File: src/rtl/rover_pkg.sv
// Shared types and constants for the rover navigation sequencer.
// Sensor patterns are active-low: a 0 bit means that sensor sits over the tape.
package rover_pkg;

    typedef enum logic [2:0] {
        IDLE   = 3'd0,
        FOLLOW = 3'd1,
        JSTOP  = 3'd2,
        JTURN  = 3'd3,
        CTURN  = 3'd4,
        FAULT  = 3'd5
    } state_t;

    localparam logic [3:0] FWD   = 4'b1001;
    localparam logic [3:0] LEFT  = 4'b0101;
    localparam logic [3:0] RIGHT = 4'b1010;
    localparam logic [3:0] OFF   = 4'b0000;

    localparam logic [2:0] ON_LEFT  = 3'b011;
    localparam logic [2:0] ON_RIGHT = 3'b110;
    localparam logic [2:0] CENTER   = 3'b101;
    localparam logic [2:0] JUNCTION = 3'b000;
    localparam logic [2:0] OFF_TAPE = 3'b111;

    // Steer toward whichever side still sees tape; ambiguous patterns keep the last heading.
    function automatic logic [3:0] follow_dir(input logic [2:0] induct, input logic [3:0] prev);
        case (induct)
            3'b001, ON_LEFT:  follow_dir = LEFT;
            3'b100, ON_RIGHT: follow_dir = RIGHT;
            CENTER:           follow_dir = FWD;
            default:          follow_dir = prev;
        endcase
    endfunction

endpackage

File: src/rtl/sync_debounce.sv
// Two-flop synchronizer followed by a debouncer: the output only moves once
// DEB_CYC identical consecutive synchronized samples have been seen.
module sync_debounce #(
    parameter int             W       = 1,
    parameter int             DEB_CYC = 4,
    parameter logic [W-1:0]   RST_VAL = '0
) (
    input  logic         clk,
    input  logic         reset_n,
    input  logic [W-1:0] din,
    output logic [W-1:0] dout
);

    localparam int            CW      = $clog2(DEB_CYC + 1);
    localparam logic [CW-1:0] RUN_MAX = CW'(DEB_CYC);

    logic [W-1:0]  sync1, sync2, prev;
    logic [CW-1:0] run, run_next;

    // Length of the current run of identical samples, saturating at DEB_CYC.
    always_comb begin
        run_next = CW'(1);
        if (sync2 == prev) begin
            run_next = (run == RUN_MAX) ? run : run + CW'(1);
        end
    end

    always_ff @(posedge clk) begin
        if (!reset_n) begin
            sync1 <= RST_VAL;
            sync2 <= RST_VAL;
            prev  <= RST_VAL;
            dout  <= RST_VAL;
            run   <= '0;
        end else begin
            sync1 <= din;
            sync2 <= sync1;
            prev  <= sync2;
            run   <= run_next;
            if (run_next == RUN_MAX) begin
                dout <= sync2;
            end
        end
    end

endmodule

File: src/rtl/rover_nav_sequencer.sv
// Registered navigation FSM for the line-following rover: line following,
// timed junction stops, alternating junction turns, cone U-turns and a turn timeout.
module rover_nav_sequencer
    import rover_pkg::*;
#(
    parameter int DEB_CYC  = 4,
    parameter int STOP_CYC = 1000,
    parameter int TURN_TMO = 200000,
    parameter int CNT_W    = 18
) (
    input  logic       clk,
    input  logic       reset_n,
    input  logic       go,
    input  logic [2:0] induct,
    input  logic       proxim,
    input  logic       red,
    output logic [3:0] motor_in,
    output logic [1:0] motor_en,
    output logic [2:0] state_o,
    output logic       fault
);

    localparam logic [CNT_W-1:0] STOP_LAST = CNT_W'(STOP_CYC - 1);
    localparam logic [CNT_W-1:0] TMO_LAST  = CNT_W'(TURN_TMO - 1);

    logic [2:0]       ind_db;
    logic             prox_db, red_db, red_q, red_rise;
    state_t           state, state_next;
    logic [CNT_W-1:0] cnt, cnt_next;
    logic             dir_sel, dir_sel_next;
    logic             cone_seen, cone_seen_next;
    logic             seen_off, seen_off_next;
    logic [3:0]       dir_next;
    logic [1:0]       en_next;

    sync_debounce #(.W(3), .DEB_CYC(DEB_CYC), .RST_VAL(OFF_TAPE)) u_induct (
        .clk(clk), .reset_n(reset_n), .din(induct), .dout(ind_db)
    );
    sync_debounce #(.W(1), .DEB_CYC(DEB_CYC), .RST_VAL(1'b0)) u_proxim (
        .clk(clk), .reset_n(reset_n), .din(proxim), .dout(prox_db)
    );
    sync_debounce #(.W(1), .DEB_CYC(DEB_CYC), .RST_VAL(1'b0)) u_red (
        .clk(clk), .reset_n(reset_n), .din(red), .dout(red_db)
    );

    assign red_rise = red_db & ~red_q;
    assign state_o  = state;

    always_comb begin
        state_next = state;
        case (state)
            IDLE:   if (go) state_next = FOLLOW;
            FOLLOW: begin
                if (prox_db)                 state_next = CTURN;
                else if (ind_db == JUNCTION) state_next = JSTOP;
            end
            JSTOP:  if (cnt >= STOP_LAST) state_next = JTURN;
            // A turn ends only after the sensors leave the tape and then re-centre.
            JTURN, CTURN: begin
                if (seen_off && ind_db == CENTER) state_next = FOLLOW;
                else if (cnt >= TMO_LAST)         state_next = FAULT;
            end
            FAULT:  state_next = FAULT;
            default: state_next = IDLE;
        endcase
        if (!go && state != FAULT) state_next = IDLE;

        // After a cone the branch was already tried, so the marker leaves the turn side unchanged.
        dir_sel_next   = dir_sel;
        cone_seen_next = cone_seen;
        if (red_rise && state != IDLE && state != FAULT) begin
            if (cone_seen) cone_seen_next = 1'b0;
            else           dir_sel_next   = ~dir_sel;
        end
        if (state == FOLLOW && state_next == CTURN) cone_seen_next = 1'b1;

        if (state_next != state) begin
            cnt_next      = '0;
            seen_off_next = 1'b0;
        end else begin
            cnt_next      = (&cnt) ? cnt : cnt + CNT_W'(1);
            seen_off_next = seen_off | (ind_db == OFF_TAPE);
        end

        dir_next = OFF;
        en_next  = 2'b00;
        case (state)
            FOLLOW: begin
                en_next  = 2'b11;
                dir_next = follow_dir(ind_db, motor_in);
            end
            JTURN: begin
                en_next  = 2'b11;
                dir_next = dir_sel ? RIGHT : LEFT;
            end
            CTURN: begin
                en_next  = 2'b11;
                dir_next = RIGHT;
            end
            default: ;
        endcase
    end

    always_ff @(posedge clk) begin
        if (!reset_n) begin
            state     <= IDLE;
            cnt       <= '0;
            dir_sel   <= 1'b0;
            cone_seen <= 1'b0;
            seen_off  <= 1'b0;
            red_q     <= 1'b0;
            motor_in  <= OFF;
            motor_en  <= 2'b00;
            fault     <= 1'b0;
        end else begin
            state     <= state_next;
            cnt       <= cnt_next;
            dir_sel   <= dir_sel_next;
            cone_seen <= cone_seen_next;
            seen_off  <= seen_off_next;
            red_q     <= red_db;
            motor_in  <= dir_next;
            motor_en  <= en_next;
            fault     <= fault | (state == FAULT);
        end
    end

endmodule
File: config.mk
export PLATFORM = sky130hd
export DESIGN_NAME = rover_nav_sequencer
export DESIGN_NICKNAME = d
export VERILOG_FILES = /design/src/rtl/rover_pkg.sv /design/src/rtl/sync_debounce.sv /design/src/rtl/rover_nav_sequencer.sv
export SDC_FILE = /design/constraint.sdc
export NUM_CORES = 1
export LEC_CHECK = 0
export BUFFER_PORTS_ARGS = -buffer_cell sky130_fd_sc_hd__clkbuf_2
export CELL_PAD_IN_SITES_DETAIL_PLACEMENT = 0
export CELL_PAD_IN_SITES_GLOBAL_PLACEMENT = 2
export CORE_AREA = 8 8 89 111
export DETAILED_ROUTE_END_ITERATION = 8
export DIE_AREA = 0 0 97 119
export PLACE_DENSITY = 0.84
export REMOVE_ABC_BUFFERS = 1
export SLEW_MARGIN = 20
export SYNTH_ARGS = -nofsm -noshare
export SYNTH_HDL_FRONTEND = slang
export SYNTH_SLANG_ARGS = --single-unit
File: constraint.sdc
create_clock -name clk -period 2.2 [get_ports clk]
set_input_delay 0.11 -clock clk [delete_from_list [all_inputs] [get_ports clk]]
set_output_delay 0.11 -clock clk [all_outputs]
set_load 0.02 [all_outputs]
==> summary.md, run 1 <==
| Metric | Value |
|---|---|
| Status | `finished clean` |
| Fin crit share | `0.908` |
| Most common cell after layout, fill and taps aside | `dfxtp_1` |
| Maxcap violations | `0` |
| Ant. Diodes | `0` |
| Total track usage | `0.109` |
| Crit path required time | `2.43 ns` |
| Crit path capture type | `flip-flop` |
| Register area share after synthesis | `0.402` |
| CTS root buf | `clkbuf_8` |
| Gpl congestion | `0.794` |
| Grt ovf | `0` |
| Placed insts | `433` |
| TritonCTS clock tree | `done` |
| Clock transition at path regs | `0.07 ns` |
| RSZ-0062 raised after global routing | `false` |
| P_leak | `1.33 nW` |
| CP max FO | `17` |
| Crit Path Class | `reg -> reg` |
| DR iter-0 viols | `90` |
| I/O Pins | `18` |
| Pins Over Slew Limit | `0` |
| Startpoint types | `flip-flop` |
| Area grow syn2layout | `16.6%` |
| Smallest hold slack | `0.183 ns` |
| Die area | `11500 um2` |
| Post-DR wirelength/cell | `13.4 um` |
| First-pass GRT wire length | `10500 um` |
| Vias in the first global route | `2226` |
| Area contributors post-synth | `dfxtp_1 40%, nor3_2 3.3%, nand2b_1 3.1%` |
| Slew @ Worst Pin | `0.577 ns` |
| Final Hold Fails | `0` |
| Mapped Area | `2990 um2` |
| H-tree levels | `3` |
| Max clock buf depth | `2` |
| Largest net degree at the start of global routing | `36` |
| Sink Count | `60` |
| DRT Pass-1 Iters | `5` |
| Area of the core | `8100 um2` |
| HP Class | `in -> reg` |
| Post-DP HPWL | `4350 um` |
| Bufs and invs on worst path | `1` |
| Final Instance Count excl. Fillers | `459` |
| Critical Path AT | `2.23 ns` |
| Final setup skew | `0.00727 ns` |
| Synth top area share | `0.402` |
| Most frequent cells in the layout | `60 x dfxtp_1, 24 x nand2_1, 17 x clkbuf_2, 16 x a21oi_1` |
| Critical path cell sequence | `nor2b_1 -> nand4bb_1 -> a32oi_2 -> nand4_4 -> buf_12 -> a2111oi_2` |
| Via count | `2415` |
| Pwr Density | `631 nW/um2` |
| Die Y | `119 um` |
| Tmin final | `2.00 ns` |
| Setup violators final | `0` |
| Initial antenna violation count | `0` |
| Std cell rows | `37` |
| Layout Nets | `373` |
| Post-Synthesis Cells | `324` |
| CTS buffer count | `9` |
| Clk Latency, worst-skew pair | `0.34 ns` |
| Detail-routed via count per cell | `5.26` |
| Final setup TNS | `0 ns` |
| Initial Utilization | `0.369` |
| Main synth FF type | `dfxtp_1` |
| Synth warn | `0` |
| Peak supply drop | `367 uV` |
| Port Buffer Count | `17` |
| Post-synth EDFFs | `0` |
| Fmax | `501 MHz` |
| Post-route ant nets | `0` |
| Final core utilization | `0.430` |
| Dominant cell type by area after synthesis | `dfxtp_1` |
| Ys async rst share | `0` |
| FF+latch count, synth | `60` |
| Die Span X | `97 um` |
| Syn Area/Cell | `9.23 um2` |
| Residual DRC count | `0` |
| Max incr delay on CP | `0.54 ns` |
| Routed wire length | `6170 um` |
| Resize count post-CTS | `0` |
| Slew HR | `0.612` |
| Crit path max-delay family | `simple AND/OR/NAND/NOR gates` |
| Yosys cell types | `57` |
| Slowest library cell on the worst path | `dfxtp_1` |
| Layout cells sized above 1 | `0.193` |
## worst paths after layout
kind | end | slack [ns] | cells past startpoint | start
setup / recovery | cnt[9]$_SDFFE_PP0N_ | 0.20 | 6 | state_o[0]$_SDFF_PN0_
setup reg to reg | cnt[9]$_SDFFE_PP0N_ | 0.20 | 6 | state_o[0]$_SDFF_PN0_
hold reg to reg | u_induct.sync2[1]$_SDFF_PN1_ | 0.40 | 1 | u_induct.sync1[1]$_SDFF_PN1_
hold / removal | state_o[0]$_SDFF_PN0_ | 0.18 | 3 | go
## registers in the layout, summed over array words and instances, names as in the netlist, 3 cells and up
name and cells:
cnt 18, motor_in 4, state_o 3, u_induct.dout 3, u_induct.prev 3, u_induct.run 3
u_induct.sync1 3, u_induct.sync2 3, u_proxim.run 3, u_red.run 3
## cells in the mapped netlist (all sizes together) (8+ instances only)
library cell	instances
nor2	16
inv	12
xnor2	10
nand2b	15
buf	9
and2	8
nor2b	9
nand2	24
o21ai	9
a21oi	16
nand3	11
nand4	9
dfxtp	60
nor3	19
and3	8
## per-layer routing
metal  vias to the layer above  GRT usage  routed length, um
met5                         -          0                  0
met4                         0     0.0608                139
met3                        13     0.0307                248
met2                        37      0.183               3010
met1                      1125      0.121               2770
li1                       1240          -                  -
## tightest hold or removal path: stages
cell	delay (ns)
clkbuf_2	0.18
nand3_1	0.11
o22ai_1	0.08
## final cells by class
class | count | area (um2)
Clock buffer | 11 | 151
Fill cell | 820 | 4610
Timing Repair Buffer | 38 | 280
Inverter | 12 | 45.0
Tap cell | 97 | 121
Multi-Input combinational cell | 237 | 1660
Clock inverter | 4 | 25.0
Sequential cell | 60 | 1200
## power breakdown
group	leakage (nW)	switching, mW	internal [mW]
sequential	0.489	0.0265	1.12
combinational	0.757	0.0873	0.0856
clock	0.0872	0.423	0.459
total	1.33	0.536	1.66
## stage by stage
stage	setup slack, ns	power (mW)	instance area (um2)
2_1_floorplan	0.140	1.27	2910
6_report	0.202	2.20	3490
5_1_grt	0.00924	2.30	3490
4_1_cts	0.00292	2.23	3430
3_3_place_gp	0.139	1.32	3200
3_5_place_dp	0.0485	1.32	3200
## what timing repair did
item	4_1_cts	5_1_grt
setup endpoints to repair	0	18
buffers inserted	0	6
endpoints found under the hold margin	5	0
hold buffers	5	0
## cells by family (layout without fill, tap and decap cells)
family | count (synthesis) | count (layout) | share of synthesized area
buffers and inverters | 27 | 65 | 0.0423
adder cells (fa/ha/maj) | 7 | 7 | 0.0293
XOR/XNOR | 17 | 17 | 0.0498
multiplexers | 7 | 7 | 0.0234
AND/OR/NAND/NOR | 144 | 144 | 0.300
AO/OA/AOI/OAI | 62 | 62 | 0.154
flip-flops | 60 | 60 | 0.402
Power figures use the tool's default switching activity.
==> run 2, diff against run 1 <==
--- a/config.mk
+++ b/config.mk
@@ -13,7 +13,7 @@
 export DIE_AREA = 0 0 97 119
 export PLACE_DENSITY = 0.84
 export REMOVE_ABC_BUFFERS = 1
-export SLEW_MARGIN = 20
+export SETUP_SLACK_MARGIN = 0.4
 export SYNTH_ARGS = -nofsm -noshare
 export SYNTH_HDL_FRONTEND = slang
 export SYNTH_SLANG_ARGS = --single-unit
==> run 2 against run 1 <==
Compared with the run above: final cell count rose by 1.7%; global-route usage rose by 0.43 points; flip-flop and latch count did not move; wire length rose by 6.0%; die area did not move; clock power barely moved; fmax rose by 13%; clock-buffer cell count did not move.
==> summary.md, run 2 (synthesized netlist as in run 1, its figures left out) <==
| Metric | Value |
|---|---|
| Internal power | `1.68 mW (was 1.66 mW)` |
| Path depth of the worst reg2reg path | `7 (was 6)` |
| Std cell rows | `37 (unchanged)` |
| Crit path capture type | `flip-flop (unchanged)` |
| Residual DRC count | `0 (unchanged)` |
| Post-DR wirelength/cell | `14.0 um (was 13.4 um)` |
| Clock transition at path regs | `0.07 ns (about the same)` |
| Maxcap violations | `0 (unchanged)` |
| Via count | `2487 (was 2415)` |
| Sink Count | `60 (unchanged)` |
| Tmin final | `1.77 ns (was 2.00 ns)` |
| Met3 WL post-DR | `206 um (was 248 um)` |
| Gpl congestion | `0.794 (unchanged)` |
| Final Instance Count excl. Fillers | `467 (was 459)` |
| Initial Utilization | `0.369 (unchanged)` |
| Bufs and invs on worst path | `1 (unchanged)` |
| Design area | `3740 um2 (was 3490 um2)` |
| CP max FO | `6 (was 17)` |
| First-pass GRT wire length | `10900 um (was 10500 um)` |
| Total track usage | `0.113 (was 0.109)` |
| CTS buffer count | `9 (unchanged)` |
| I/O Pins | `18 (unchanged)` |
| Peak supply drop | `368 uV (was 367 uV)` |
| Layout Nets | `381 (was 373)` |
| Status | `finished clean (unchanged)` |
| DP Worst Slack | `0.0485 ns (unchanged)` |
| Post-DP HPWL | `4350 um (unchanged)` |
| Slew @ Worst Pin | `0.482 ns (was 0.577 ns)` |
| Final setup TNS | `0 ns (unchanged)` |
| Grt ovf | `0 (unchanged)` |
| Placed cell area | `3200 um2 (unchanged)` |
| Fin crit share | `0.805 (was 0.908)` |
| Crit path max-delay family | `simple AND/OR/NAND/NOR gates (unchanged)` |
| Crit path required time | `2.44 ns (was 2.43 ns)` |
| Die Span X | `97 um (unchanged)` |
| Area of the core | `8100 um2 (unchanged)` |
| Logic pwr share | `0.087 (was 0.079)` |
| Startpoint types | `flip-flop (unchanged)` |
| Psw | `0.548 mW (was 0.536 mW)` |
| Fmax | `565 MHz (was 501 MHz)` |
| Final setup skew | `0.00799 ns (was 0.00727 ns)` |
| Port Buffer Count | `17 (unchanged)` |
| Sw Share | `0.247 (was 0.244)` |
| DRT Pass-1 Iters | `4 (was 5)` |
| Largest net degree at the start of global routing | `36 (unchanged)` |
| Top Metal Used | `met4 (unchanged)` |
| Initial antenna violation count | `0 (unchanged)` |
| Max reg flops | `18 (unchanged)` |
| Die Y | `119 um (unchanged)` |
| Slowest library cell on the worst path | `a311o_1 (was dfxtp_1)` |
| Clk Latency, worst-skew pair | `0.34 ns (about the same)` |
| RSZ-0062 raised after global routing | `true (was false)` |
| Routed wire length | `6540 um (was 6170 um)` |
| Met2 wire len | `3200 um (was 3010 um)` |
| Crit Path Class | `reg -> reg (unchanged)` |
| Pins Over Slew Limit | `0 (unchanged)` |
| Worst setup margin | `0.429 ns (was 0.202 ns)` |
| Post-route ant nets | `0 (unchanged)` |
| Most common cell after layout, fill and taps aside | `dfxtp_1 (unchanged)` |
| H-tree levels | `3 (unchanged)` |
| Placed insts | `433 (unchanged)` |
| Die area | `11500 um2 (unchanged)` |
| Reg-to-reg startpoint | `cnt[0]$_SDFFE_PP0N_ (was state_o[0]$_SDFF_PN0_)` |
| P_leak | `1.39 nW (was 1.33 nW)` |
| Detail-routed via count per cell | `5.33 (was 5.26)` |
| TritonCTS clock tree | `done (unchanged)` |
| Final Hold Fails | `0 (unchanged)` |
| M1 WL | `2980 um (was 2770 um)` |
| Critical path cell sequence | `ha_4 -> and3_4 -> a311o_1 -> nand3_2 -> nor2_4 -> buf_12 -> nor4_1 (was nor2b_1 -> nand4bb_1 -> a32oi_2 -> nand4_4 -> buf_12 -> a2111oi_2)` |
| Area grow syn2layout | `25.2% (was 16.6%)` |
| CTS root buf | `clkbuf_8 (unchanged)` |
| Reg2reg end | `cnt[2]$_SDFFE_PP0N_ (was cnt[9]$_SDFFE_PP0N_)` |
| Pwr Density | `594 nW/um2 (was 631 nW/um2)` |
| HP Class | `in -> reg (unchanged)` |
| Hold Path Stages | `3 (unchanged)` |
| Max clock buf depth | `2 (unchanged)` |
| Largest Register | `cnt (unchanged)` |
| Ant. Diodes | `0 (unchanged)` |
| Worst min-delay path startpoint | `go (unchanged)` |
| Setup violators final | `0 (unchanged)` |
| Smallest hold slack | `0.179 ns (was 0.183 ns)` |
| Layout cells sized above 1 | `0.286 (was 0.193)` |
| Critical Path AT | `2.01 ns (was 2.23 ns)` |
| DR iter-0 viols | `82 (was 90)` |
| R2r setup slk | `0.43 ns (was 0.20 ns)` |
| Fillers | `792 (was 820)` |
| Clock power frac | `0.398 (was 0.401)` |
| Max incr delay on CP | `0.36 ns (was 0.54 ns)` |
| Most frequent cells in the layout | `50 x dfxtp_1, 24 x nand2_1, 19 x buf_4, 17 x clkbuf_2 (was 60 x dfxtp_1, 24 x nand2_1, 17 x clkbuf_2, 16 x a21oi_1)` |
| Largest regs | `cnt (18), motor_in (4) (unchanged)` |
| Reg power frac | `0.515 (was 0.521)` |
| Hold Path End | `state_o[0]$_SDFF_PN0_ (unchanged)` |
| Slew HR | `0.675 (was 0.612)` |
| Vias in the first global route | `2285 (was 2226)` |
==> run 2: worst min-delay path, delay by kind of cell <==
| kind | cells | cell delay (ns) |
|---|---|---|
| AOI/OAI and AO/OA | 1 | 0.08 |
| and+or+nand+nor | 1 | 0.11 |
| buffers and inverters | 1 | 0.18 |
==> run 2: worst max-delay path by stage <==
stage	from	to	slack (ns)	cells after the start
final	cnt[0]$_SDFFE_PP0N_	cnt[2]$_SDFFE_PP0N_	0.43	7
after global routing	state_o[0]$_SDFF_PN0_	cnt[8]$_SDFFE_PP0N_	0.34	7
after CTS	cnt[12]$_SDFFE_PP0N_	cnt[9]$_SDFFE_PP0N_	0.39	6
after detailed placement	state_o[0]$_SDFF_PN0_	cnt[9]$_SDFFE_PP0N_	0.05	5
after global placement	state_o[0]$_SDFF_PN0_	cnt[3]$_SDFFE_PP0N_	0.14	5
after floorplan	cnt[0]$_SDFFE_PP0N_	cnt[12]$_SDFFE_PP0N_	0.14	6
==> run 2: final cells by class <==
| type | count | area, um2 | share of cell area |
|---|---|---|---|
| Clock inverter | 4 | 25.0 | 0.00668 |
| Tap cell | 97 | 121 | 0.0324 |
| Multi-Input combinational cell | 237 | 1800 | 0.480 |
| Inverter | 12 | 45.0 | 0.0120 |
| Clock buffer | 11 | 151 | 0.0404 |
| Sequential cell | 60 | 1220 | 0.326 |
| Timing Repair Buffer | 46 | 384 | 0.103 |
==> run 2: per-layer routing <==
| metal | up-vias | global-route usage |
|---|---|---|
| met1 | 1182 | 0.125 |
| met2 | 34 | 0.192 |
| met5 | - | 0 |
| met3 | 14 | 0.0312 |
| li1 | 1257 | - |
| met4 | 0 | 0.0608 |
==> run 2: power groups by stage <==
stage	logic, mW	registers (mW)	clock network, mW
2_1_floorplan	0.105	1.17	0
3_3_place_gp	0.152	1.17	0
3_5_place_dp	0.154	1.17	0
4_1_cts	0.185	1.14	0.923
5_1_grt	0.217	1.15	0.961
6_report	0.195	1.14	0.885
==> run 2: repair_timing <==
item | CTS | global route
buffers inserted | 7 | 5
pin swaps | 4 | 11
hold buffers | 5 | 0
hold endpoints to repair | 5 | 0
setup endpoints to repair | 27 | 19
gates cloned | 2 | 0
resized for setup | 24 | 18
==> run 2: per-stage QoR <==
step                power (mW)  utilization
floorplan                 1.27            -
global placement          1.32        0.395
finish                    2.22        0.462
detailed placement        1.32        0.395
global route              2.33        0.462
CTS                       2.25        0.448
==> run 3, diff against run 2 <==
--- a/config.mk
+++ b/config.mk
@@ -5,13 +5,14 @@
 export SDC_FILE = /design/constraint.sdc
 export NUM_CORES = 1
 export LEC_CHECK = 0
+export ABC_AREA = 1
 export BUFFER_PORTS_ARGS = -buffer_cell sky130_fd_sc_hd__clkbuf_2
 export CELL_PAD_IN_SITES_DETAIL_PLACEMENT = 0
 export CELL_PAD_IN_SITES_GLOBAL_PLACEMENT = 2
-export CORE_AREA = 8 8 89 111
+export CORE_AREA = 8 8 92 115
 export DETAILED_ROUTE_END_ITERATION = 8
-export DIE_AREA = 0 0 97 119
-export PLACE_DENSITY = 0.84
+export DIE_AREA = 0 0 100 123
+export PLACE_DENSITY = 0.83
 export REMOVE_ABC_BUFFERS = 1
 export SETUP_SLACK_MARGIN = 0.4
 export SYNTH_ARGS = -nofsm -noshare
==> constraint.sdc (replaced) <==
create_clock -name clk -period 1.8 [get_ports clk]
set_input_delay 0.09 -clock clk [delete_from_list [all_inputs] [get_ports clk]]
set_output_delay 0.09 -clock clk [all_outputs]
set_load 0.02 [all_outputs]
==> run 3 against run 2 <==
Compared with the run above: die area grew 6.6%; area after synthesis shrank 0.21%; worst hold slack gained 0.14 ns; power grew 67%; clock skew shrank 0.0018 ns; non-clock buffer count grew 13; clock power grew 130%; via count grew 4.1%; clock-buffer cell count shrank 1; wire length grew 6.9%; sequential power grew 24%; fmax grew 1.2%.
==> summary.md, run 3 <==
| Metric | Value |
|---|---|
| Die Y | `123 um (was 119 um)` |
| Path depth of the worst reg2reg path | `11 (was 7)` |
| Worst min-delay path startpoint | `go (unchanged)` |
| Ant. Diodes | `0 (unchanged)` |
| Total track usage | `0.119 (was 0.113)` |
| Via count | `2588 (was 2487)` |
| Critical Path AT | `2.00 ns (was 2.01 ns)` |
| Gpl congestion | `0.779 (was 0.794)` |
| Final Hold Fails | `0 (unchanged)` |
| Setup violators final | `0 (unchanged)` |
| Post-route ant nets | `0 (unchanged)` |
| Final setup skew | `0.00619 ns (was 0.00799 ns)` |
| Die area | `12300 um2 (was 11500 um2)` |
| Maxcap violations | `0 (unchanged)` |
| Detail-routed via count per cell | `4.47 (was 5.33)` |
| Reg-to-reg startpoint | `cnt[0]$_SDFFE_PP0N_ (unchanged)` |
| Crit. Startpoint | `cnt[0]$_SDFFE_PP0N_ (unchanged)` |
| Pwr Density | `898 nW/um2 (was 594 nW/um2)` |
| Top-count cell post-synth | `nand2_1 (was dfxtp_1)` |
| Smallest hold slack | `0.316 ns (was 0.179 ns)` |
| Hold Path End | `state_o[1]$_SDFF_PN0_ (was state_o[0]$_SDFF_PN0_)` |
| Yosys cell types | `37 (was 57)` |
| Syn Area/Cell | `7.65 um2 (was 9.23 um2)` |
| Register area share after synthesis | `0.403 (was 0.402)` |
| Mapped Area | `2980 um2 (was 2990 um2)` |
| Placed cell area | `3400 um2 (was 3200 um2)` |
| Critical path cell sequence | `ha_4 -> nand3_4 -> nor2_4 -> nand3_4 -> nand3_1 -> nand2_1 -> nand2_2 -> nand2_2 -> nand2_4 -> nand2_8 -> nor3_2 (was ha_4 -> and3_4 -> a311o_1 -> nand3_2 -> nor2_4 -> buf_12 -> nor4_1)` |
| Max reg flops | `18 (unchanged)` |
| Pins Over Slew Limit | `0 (unchanged)` |
| Clock transition at path regs | `0.05 ns (was 0.07 ns)` |
| Layout cells sized above 1 | `0.353 (was 0.286)` |
| P_leak | `1.81 nW (was 1.39 nW)` |
| Max clock buf depth | `2 (unchanged)` |
| Slew HR | `0.515 (was 0.675)` |
| Largest net degree at the start of global routing | `26 (was 36)` |
| Most frequent cells in the layout | `58 x nand2_1, 52 x dfxtp_1, 48 x inv_1, 34 x nor2_1, 31 x buf_4 (was 50 x dfxtp_1, 24 x nand2_1, 19 x buf_4, 17 x clkbuf_2)` |
| Initial antenna violation count | `0 (unchanged)` |
| Fillers | `900 (was 792)` |
| Grt ovf | `0 (unchanged)` |
| Main synth FF type | `dfxtp_1 (unchanged)` |
| DRT Pass-1 Iters | `6 (was 4)` |
| Tmin final | `1.75 ns (was 1.77 ns)` |
| H-tree levels | `3 (unchanged)` |
| Dominant cell type by area after synthesis | `dfxtp_1 (unchanged)` |
| Layout Nets | `466 (was 381)` |
| Final setup TNS | `0 ns (unchanged)` |
| First-pass GRT wire length | `11600 um (was 10900 um)` |
| GR Util met2 | `0.210 (was 0.192)` |
| Synth warn | `0 (unchanged)` |
| Post-DR wirelength/cell | `12.1 um (was 14.0 um)` |
| TritonCTS clock tree | `done (unchanged)` |
| Startpoint types | `flip-flop (unchanged)` |
| CP max FO | `10 (was 6)` |
| Fmax | `571 MHz (was 565 MHz)` |
| Residual DRC count | `0 (unchanged)` |
| Area of the core | `8880 um2 (was 8100 um2)` |
| Vias in the first global route | `2549 (was 2285)` |
| Pwr Total | `3.71 mW (was 2.22 mW)` |
| Post-Synthesis Cells | `390 (was 324)` |
| I/O Pins | `18 (unchanged)` |
| Post-synth EDFFs | `0 (unchanged)` |
| Routed wire length | `6990 um (was 6540 um)` |
| Crit path capture type | `flip-flop (unchanged)` |
| Clk Latency, worst-skew pair | `0.32 ns (was 0.34 ns)` |
| Die Span X | `100 um (was 97 um)` |
| DR iter-0 viols | `58 (was 82)` |
| Status | `finished clean (unchanged)` |
| Ys async rst share | `0 (unchanged)` |
| Largest regs | `cnt (18), motor_in (4) (unchanged)` |
| Largest Register | `cnt (unchanged)` |
| RSZ-0062 raised after global routing | `true (unchanged)` |
| HP Class | `in -> reg (unchanged)` |
| Fin crit share | `0.973 (was 0.805)` |
| Busiest layer in global routing | `met2 (unchanged)` |
| Area contributors post-synth | `dfxtp_1 40%, nand2_1 7.8%, inv_1 6.3% (was dfxtp_1 40%, nor3_2 3.3%, nand2b_1 3.1%)` |
| Met1 GRT Util | `0.130 (was 0.125)` |
| Reg2reg end | `cnt[12]$_SDFFE_PP0N_ (was cnt[2]$_SDFFE_PP0N_)` |
| M3 GR Usage | `0.0349 (was 0.0312)` |
| Area grow syn2layout | `38.5% (was 25.2%)` |
| Final core utilization | `0.465 (was 0.462)` |
| Hold Path Stages | `5 (was 3)` |
| Slew @ Worst Pin | `0.727 ns (was 0.482 ns)` |
| Post-synth top cells | `62 x nand2_1, 60 x dfxtp_1, 50 x inv_1 (was 60 x dfxtp_1, 24 x nand2_1, 16 x a21oi_1)` |
| Slowest library cell on the worst path | `dfxtp_4 (was a311o_1)` |
| Most common cell after layout, fill and taps aside | `nand2_1 (was dfxtp_1)` |
| Initial Utilization | `0.336 (was 0.369)` |
| Synth top area share | `0.403 (was 0.402)` |
| R2r setup slk | `0.05 ns (was 0.43 ns)` |
| CTS root buf | `clkbuf_16 (was clkbuf_8)` |
| Bufs and invs on worst path | `0 (was 1)` |
| Crit path required time | `2.04 ns (was 2.44 ns)` |
| Sink Count | `60 (unchanged)` |
| Crit path max-delay family | `simple AND/OR/NAND/NOR gates (unchanged)` |
| Post-DP HPWL | `4810 um (was 4350 um)` |
| FF+latch count, synth | `60 (unchanged)` |
| Peak supply drop | `607 uV (was 368 uV)` |
| Port Buffer Count | `17 (unchanged)` |
| Std cell rows | `39 (was 37)` |
| Design area | `4130 um2 (was 3740 um2)` |
| Max incr delay on CP | `0.37 ns (was 0.36 ns)` |
| CTS buffer count | `9 (unchanged)` |
| Crit Path Class | `reg -> reg (unchanged)` |
## run 3: cell count changes after synthesis, sizes merged, moves of 7 or more
cell and change:
nor2b -9, nor3 +10, nand3 +20, and2 -8, inv +42, mux2i -7
nand2 +50, and3 -8, nor2 +27, or2 +13, nand2b -15
## run 3: timing repair
action / 4_1_cts / 5_1_grt
cloned: 2 / 0
endpoints found under the hold margin: 6 / 0
buffers inserted: 4 / 2
resized for setup: 26 / 34
setup endpoints to repair: 28 / 32
pin swaps: 14 / 12
hold buffers: 6 / 0
## run 3: worst max path at each step
stage               cells past startpoint  slack (ns)              endpoint
floorplan                               7       -0.12   cnt[0]$_SDFFE_PP0N_
global placement                       11       -0.03  cnt[12]$_SDFFE_PP0N_
detailed placement                     12       -0.11   cnt[0]$_SDFFE_PP0N_
CTS                                    12        0.01   cnt[0]$_SDFFE_PP0N_
global route                           14        -0.1   cnt[0]$_SDFFE_PP0N_
finish                                 11        0.05  cnt[12]$_SDFFE_PP0N_
## run 3: cells by family (layout without fill, tap and decap cells)
| family | after synthesis | count (layout) | share of synthesized area |
|---|---|---|---|
| buffers and inverters | 65 | 130 | 0.0927 |
| AO/OA/AOI/OAI | 42 | 42 | 0.0776 |
| adder cells (fa/ha/maj) | 7 | 7 | 0.0293 |
| AND/OR/NAND/NOR | 199 | 200 | 0.348 |
| flip-flops | 60 | 60 | 0.403 |
| XOR/XNOR | 17 | 17 | 0.0499 |
## run 3: stage by stage
stage               setup WS (ns)  std cells
global placement          -0.0270        549
detailed placement         -0.110        549
floorplan                  -0.115        380
finish                     0.0494        579
global route              -0.0959        579
CTS                        0.0131        577
## run 3: layout make-up
cell class,instances,area (um2),share of cell area
well taps,123,154,0.0372
inverters,55,208,0.0503
multi-input cells,266,1740,0.421
flip-flops and latches,60,1210,0.294
repair buffers,59,468,0.113
clock inverters,6,111,0.0269
clock buffers,10,239,0.0578
## run 3: power breakdown
group	internal, mW	switching [mW]
clock network	1.39	0.608
logic	0.139	0.163
registers	1.38	0.0325
## run 3: worst min-delay path, cell delays in order
cell,delay [ns]
clkbuf_2,0.09
or2_0,0.10
buf_4,0.18
nand2_1,0.07
nor2_1,0.07
## run 3: routing by layer
layer,vias to the layer above,part of all wire
met5,-,0
met1,1173,0.42
met3,10,0.037
li1,1368,-
met2,37,0.52
met4,0,0.017
